**src/rtl/leve1_pkg.sv**
```systemverilog
// Shared LEVE1 fetch-stage constants and the fetch FSM state type.
package leve1_pkg;

  localparam int XLEN = 64;
  localparam int ILEN = 32;
  localparam logic [XLEN-1:0] RESET_PC = 64'h0000_0000_8000_0000;

  typedef enum logic [0:0] {
    IF_BOOT = 1'b0,
    IF_RUN  = 1'b1
  } if_state_t;

endpackage

```
**src/rtl/leve1_fetch_queue.sv**
```systemverilog
// Small synchronous FIFO with flush; used for the instruction queue and the PC-tag queue.
module leve1_fetch_queue #(
  parameter int W     = 96,
  parameter int DEPTH = 2,
  localparam int CW   = $clog2(DEPTH + 1),
  localparam int PW   = (DEPTH > 1) ? $clog2(DEPTH) : 1
) (
  input  logic          clk_sys,
  input  logic          rst,
  input  logic          push,
  input  logic [W-1:0]  push_data,
  input  logic          pop,
  input  logic          flush,
  output logic [CW-1:0] count,
  output logic [W-1:0]  head
);

  logic [W-1:0]  mem [DEPTH];
  logic [PW-1:0] rd_ptr;
  logic [PW-1:0] wr_ptr;

  function automatic logic [PW-1:0] next_ptr(input logic [PW-1:0] p);
    return (p == PW'(DEPTH - 1)) ? '0 : p + 1'b1;
  endfunction

  // Storage is reset so the head reads zero out of reset.
  always_ff @(posedge clk_sys or posedge rst) begin
    if (rst) begin
      for (int i = 0; i < DEPTH; i++) mem[i] <= '0;
      rd_ptr <= '0;
      wr_ptr <= '0;
      count  <= '0;
    end else if (flush) begin
      rd_ptr <= '0;
      wr_ptr <= '0;
      count  <= '0;
    end else begin
      assert (!(push && !pop && count == CW'(DEPTH)));
      if (push) begin
        mem[wr_ptr] <= push_data;
        wr_ptr      <= next_ptr(wr_ptr);
      end
      if (pop) rd_ptr <= next_ptr(rd_ptr);
      count <= count + CW'(push) - CW'(pop);
    end
  end

  assign head = mem[rd_ptr];

endmodule

```
**src/rtl/leve1_if.sv**
```systemverilog
// LEVE1 instruction fetch: owns the PC, issues credit-limited word fetches,
// queues responses with their PCs for decode, and flushes on redirect.
//   state   | meaning
//   IF_BOOT | just out of reset, no requests
//   IF_RUN  | fetching
module leve1_if #(
  parameter int              XLEN     = leve1_pkg::XLEN,
  parameter logic [XLEN-1:0] RESET_PC = leve1_pkg::RESET_PC,
  parameter int              QDEPTH   = 2
) (
  input  logic                       CLK,
  input  logic                       RST,
  output logic                       IMEM_REQ,
  output logic [XLEN-1:0]            IMEM_ADDR,
  input  logic                       IMEM_GNT,
  input  logic                       IMEM_RVALID,
  input  logic [leve1_pkg::ILEN-1:0] IMEM_RDATA,
  input  logic                       REDIRECT,
  input  logic [XLEN-1:0]            REDIRECT_PC,
  output logic                       OVALID,
  input  logic                       OREADY,
  output logic [XLEN-1:0]            OPC,
  output logic [leve1_pkg::ILEN-1:0] OINSTR
);

  import leve1_pkg::*;

  localparam int CW = $clog2(QDEPTH + 1);
  localparam int EW = XLEN + ILEN;

  if_state_t       state;
  logic [XLEN-1:0] pc;
  logic [CW-1:0]   inflight;
  logic [CW-1:0]   discard;
  logic [CW-1:0]   count;
  logic [CW-1:0]   tag_count;
  logic [XLEN-1:0] tag_pc;
  logic [EW-1:0]   head;
  logic            grant;
  logic            resp;
  logic            accept;
  logic            pop;

  // Credit: outstanding requests plus buffered entries never exceed the queue depth.
  assign IMEM_REQ  = (state == IF_RUN) && !REDIRECT &&
                     (({1'b0, inflight} + {1'b0, count}) < (CW + 1)'(QDEPTH));
  assign IMEM_ADDR = pc;
  assign grant     = IMEM_REQ && IMEM_GNT;
  assign resp      = IMEM_RVALID && (inflight != '0);
  assign accept    = resp && (discard == '0) && !REDIRECT && (tag_count != '0);
  assign OVALID    = (count != '0);
  assign pop       = OVALID && OREADY;
  assign {OPC, OINSTR} = head;

  always_ff @(posedge CLK or posedge RST) begin
    if (RST) state <= IF_BOOT;
    else     state <= IF_RUN;
  end

  always_ff @(posedge CLK or posedge RST) begin
    if (RST) begin
      pc       <= RESET_PC;
      inflight <= '0;
      discard  <= '0;
    end else begin
      inflight <= inflight + CW'(grant) - CW'(resp);
      if (REDIRECT) begin
        pc      <= {REDIRECT_PC[XLEN-1:2], 2'b00};
        discard <= inflight - CW'(resp);
      end else begin
        if (grant) pc <= pc + XLEN'(4);
        if (resp && discard != '0) discard <= discard - 1'b1;
      end
    end
  end

  leve1_fetch_queue #(.W(EW), .DEPTH(QDEPTH)) u_queue (
    .clk_sys   (CLK),
    .rst       (RST),
    .push      (accept),
    .push_data ({tag_pc, IMEM_RDATA}),
    .pop       (pop),
    .flush     (REDIRECT),
    .count     (count),
    .head      (head)
  );

  // PC of each granted request, consumed in order as live responses return.
  leve1_fetch_queue #(.W(XLEN), .DEPTH(QDEPTH)) u_tags (
    .clk_sys   (CLK),
    .rst       (RST),
    .push      (grant),
    .push_data (pc),
    .pop       (accept),
    .flush     (REDIRECT),
    .count     (tag_count),
    .head      (tag_pc)
  );

endmodule
```
**config.mk**
```make
export PLATFORM = sky130hd
export DESIGN_NAME = leve1_if
export DESIGN_NICKNAME = d
export VERILOG_FILES = /design/src/rtl/leve1_pkg.sv /design/src/rtl/leve1_fetch_queue.sv /design/src/rtl/leve1_if.sv
export SDC_FILE = /design/constraint.sdc
export NUM_CORES = 1
export LEC_CHECK = 0
export CAP_MARGIN = 20
export CORE_ASPECT_RATIO = 1.1
export CORE_MARGIN = 2
export CORE_UTILIZATION = 51
export CTS_BUF_LIST = sky130_fd_sc_hd__clkbuf_2
export DETAILED_ROUTE_END_ITERATION = 12
export GPL_ROUTABILITY_DRIVEN = 0
export PLACE_DENSITY = 0.79
export SLEW_MARGIN = 20
export SYNTH_ARGS = -nofsm -noshare
export SYNTH_HDL_FRONTEND = slang
export SYNTH_SLANG_ARGS = --single-unit
```
**constraint.sdc**
```tcl
create_clock -name CLK -period 15.4 [get_ports CLK]
set_input_delay 3.85 -clock CLK [delete_from_list [all_inputs] [get_ports CLK]]
set_output_delay 3.85 -clock CLK [all_outputs]
set_load 0.005 [all_outputs]
```
==> out/metrics.yaml <==
run_status: "finished, final reports clean"
cts_buffers: 96
cts_root_buffer: "clkbuf_2"
ys.warnings.count: 0
r2r_slack_ps: 11530
port-buffer-count: 257
hold_end: "u_queue.mem[86]$_DFFE_PP0P_"
synth.yosys.seq_area_share_pct: 55.5
maxSlewHeadroom_pct: 26.6
cts_max_level: 3
cts_buffer_depth: 3
num_io_pins: 264
fin_worst_skew_ps: 73.1
placementRows: 71
nFillCells: 2757
placed_area_mm2: 0.0203
grt_antenna_before_repair: 3
clockPowerShare_pct: 20.6
die_area_mm2: 0.0357
grt_pass1_wl_um: 68300
ys_types: 48
slowest_stage: "clkdlybuf4s50_1"
coreArea_mm2: 0.0339
grt_pass1_vias: 12800
nets: 1883
internal_power_w: 0.00208
setup_tns_ps: 0
yosysMostFrequentCell: "dfrtp_1"
netlist_top_cells_area: "dfrtp_1 55%, mux2_2 18%, mux2i_1 3.6%"
holdPathStages: 2
hp-class: "reg -> reg"
synth.cell_area_mm2: 0.0174
worstMarginPinSlew_ps: 1100
period_needed_ps: 8900
remaining_drc_errors: 0
drt_first_pass_iters: 5
pwr_density_cell_mw_per_mm2: 142
holdCritStartpoint: "u_queue.mem[86]$_DFFE_PP0P_"
synth_top_area_share_pct: 55.4
worstPathCellList: "buf_4 -> nor4b_1 -> clkdlybuf4s50_1"
grt_max_degree: 181
r2r_cells: 10
critPathCaptureType: "output port"
rsz0062_at_grt: "false"
synth_commonest_cells: "386 x dfrtp_1, 279 x mux2_2, 165 x nand2_1, 123 x o21ai_0, 97 x nor2_1"
path_max_fanout: 33
grt_usage_pct: 24.1
clkLatencyLatePin_ps: 930
cts_setup_buffers: 0
r2r-start: "inflight[0]$_DFF_PP0_"
finalInstanceArea_mm2: 0.0211
cellLeakagePower_nw: 9.46
synth_seq_cells: 387
power.total_w: 0.00300
criticalPathCategory: "in -> out"
use_met1_pct: 31.0
setup_viol_count_final: 0
num_vias: 12600
synth_top_area_cell: "dfrtp_1"
final_layout_size_suffix_gt1_share_pct: 24.4
clock.fmax_mhz: 112
ir_worst_vdd_v: 0.0000859
cp-start-kind: "primary input"
initial_utilization_pct: 51.4
grt.overflow.total: 0
arrival_ps: 5050
max_cap_viol_count: 0
hold_violations: 0
postCtsHoldBufs: 0
maxSlewViolCount: 0
syn_inst: 1492
swShare_pct: 30.8
ys.flop_type: "dfrtp_1"
wl_per_cell_um: 19.0
die_h_um: 198
clkSlewWorstSetupHoldPaths_ps: 80
area_growth_pct: 20.7
tritoncts: "done"
place_hpwl_um: 27800
drt_first_iter_violations: 901
comb_power_share_pct: 30.7
r2r-end: "IMEM_ADDR[49]$_DFFE_PP0P_"
via_per_inst: 5.56
seq_power_share_pct: 48.7
worst_ep_required_time_ps: 11550
ant_nets: 0
grt_use_met2_pct: 40.1
syn_avg_cell_area_um2: 11.7
postSynth.asyncResetShare_pct: 100
cpPeakStageDelay_ps: 620
cts-resized-gates: 0
wirelength_um: 42900
synth_edf_count: 0
grt_use_met3_pct: 4.97
cts.sinks: 387
p_sw_w: 0.000924
timing.final.crit_share_pct: 57.8
die_w_um: 180
grt.busiest_layer: "met2"
## cell type report
| type | count | area [um2] | share of cell area (%) |
|---|---|---|---|
| multi-input cells | 1002 | 7340 | 34.8 |
| flip-flops and latches | 387 | 9690 | 46.0 |
| clock buffers | 131 | 656 | 3.11 |
| well taps | 438 | 548 | 2.60 |
| diodes | 2 | 5.00 | 0.0238 |
| repair buffers | 267 | 2660 | 12.6 |
| inverters | 17 | 71.3 | 0.339 |
| clock inverters | 22 | 85.1 | 0.404 |
## sequential cells by signal, indices dropped and copies added (netlist names)
name	count
IMEM_ADDR	62
discard	2
inflight	2
state	1
u_queue.count	2
u_queue.mem	188
u_queue.rd_ptr	1
u_queue.wr_ptr	1
u_tags.count	2
u_tags.mem	124
u_tags.rd_ptr	1
u_tags.wr_ptr	1
## cells by family after synthesis
kind of cell	Yosys count	share of synthesized area, %
xor+xnor	68	3.41
compound gates	199	5.86
fa+ha+maj	10	0.760
simple gates	378	10.1
flops	387	55.5
buf+inv	106	2.67
other cells	2	0.0431
mux	342	21.6
## critical path, delay by kind of cell
family / cells / cell delay [ps]
and+or+nand+nor: 1 / 350
buffers and inverters: 2 / 840
## power groups by stage
stage | logic (W) | registers [W] | clock network [W]
floorplan | 0.000560 | 0.00142 | 0
global placement | 0.000903 | 0.00146 | 0
detailed placement | 0.000926 | 0.00148 | 0
CTS | 0.000932 | 0.00146 | 0.000639
global route | 0.00101 | 0.00150 | 0.000694
finish | 0.000922 | 0.00146 | 0.000617
## stage by stage
| stage | utilization, % | setup slack (ps) | instances | hold slack [ps] |
|---|---|---|---|---|
| finish | 62.1 | 6500 | 2266 | 478 |
| global route | 62.1 | 6390 | 2266 | 508 |
| CTS | 62.0 | 6490 | 2264 | 486 |
| detailed placement | 59.8 | 6490 | 2111 | 465 |
| global placement | 59.8 | 6490 | 2111 | 455 |
| floorplan | - | 796 | 1495 | 444 |
## cell usage in the layout (no fill, tap or decap), drive strengths merged, types with 2 or more instances in the layout
| cell type | instances |
|---|---|
| a21oi | 64 |
| and2 | 5 |
| and3 | 5 |
| and4 | 2 |
| buf | 11 |
| clkbuf | 131 |
| clkdlybuf4s50 | 256 |
| clkinv | 19 |
| conb | 5 |
| dfrtp | 386 |
| diode | 2 |
| ha | 9 |
| inv | 20 |
| mux2 | 279 |
| mux2i | 63 |
| nand2 | 165 |
| nand2b | 2 |
| nand3 | 20 |
| nand4 | 28 |
| nand4bb | 2 |
| nor2 | 97 |
| nor2b | 5 |
| nor3 | 19 |
| nor4 | 16 |
| nor4b | 4 |
| o21ai | 127 |
| o221ai | 3 |
| or2 | 4 |
| or4 | 2 |
| xnor2 | 39 |
| xor2 | 29 |
## per-layer routing
layer	up-vias	share of wire, %
met5	-	0.030
li1	5801	-
met2	402	49
met3	88	5.9
met1	6309	42
met4	2	2.7
## how the worst max path moves through the flow
| stage | startpoint | end | slack, ps |
|---|---|---|---|
| 2_1_floorplan | RST | IMEM_ADDR[10]$_DFFE_PP0P_ | 800 |
| 3_5_place_dp | REDIRECT | IMEM_REQ | 6490 |
| 3_3_place_gp | REDIRECT | IMEM_REQ | 6490 |
| 5_1_grt | REDIRECT | IMEM_REQ | 6390 |
| 4_1_cts | REDIRECT | IMEM_REQ | 6490 |
| 6_report | REDIRECT | IMEM_REQ | 6500 |
No activity file was read; power rests on OpenSTA's default activity.
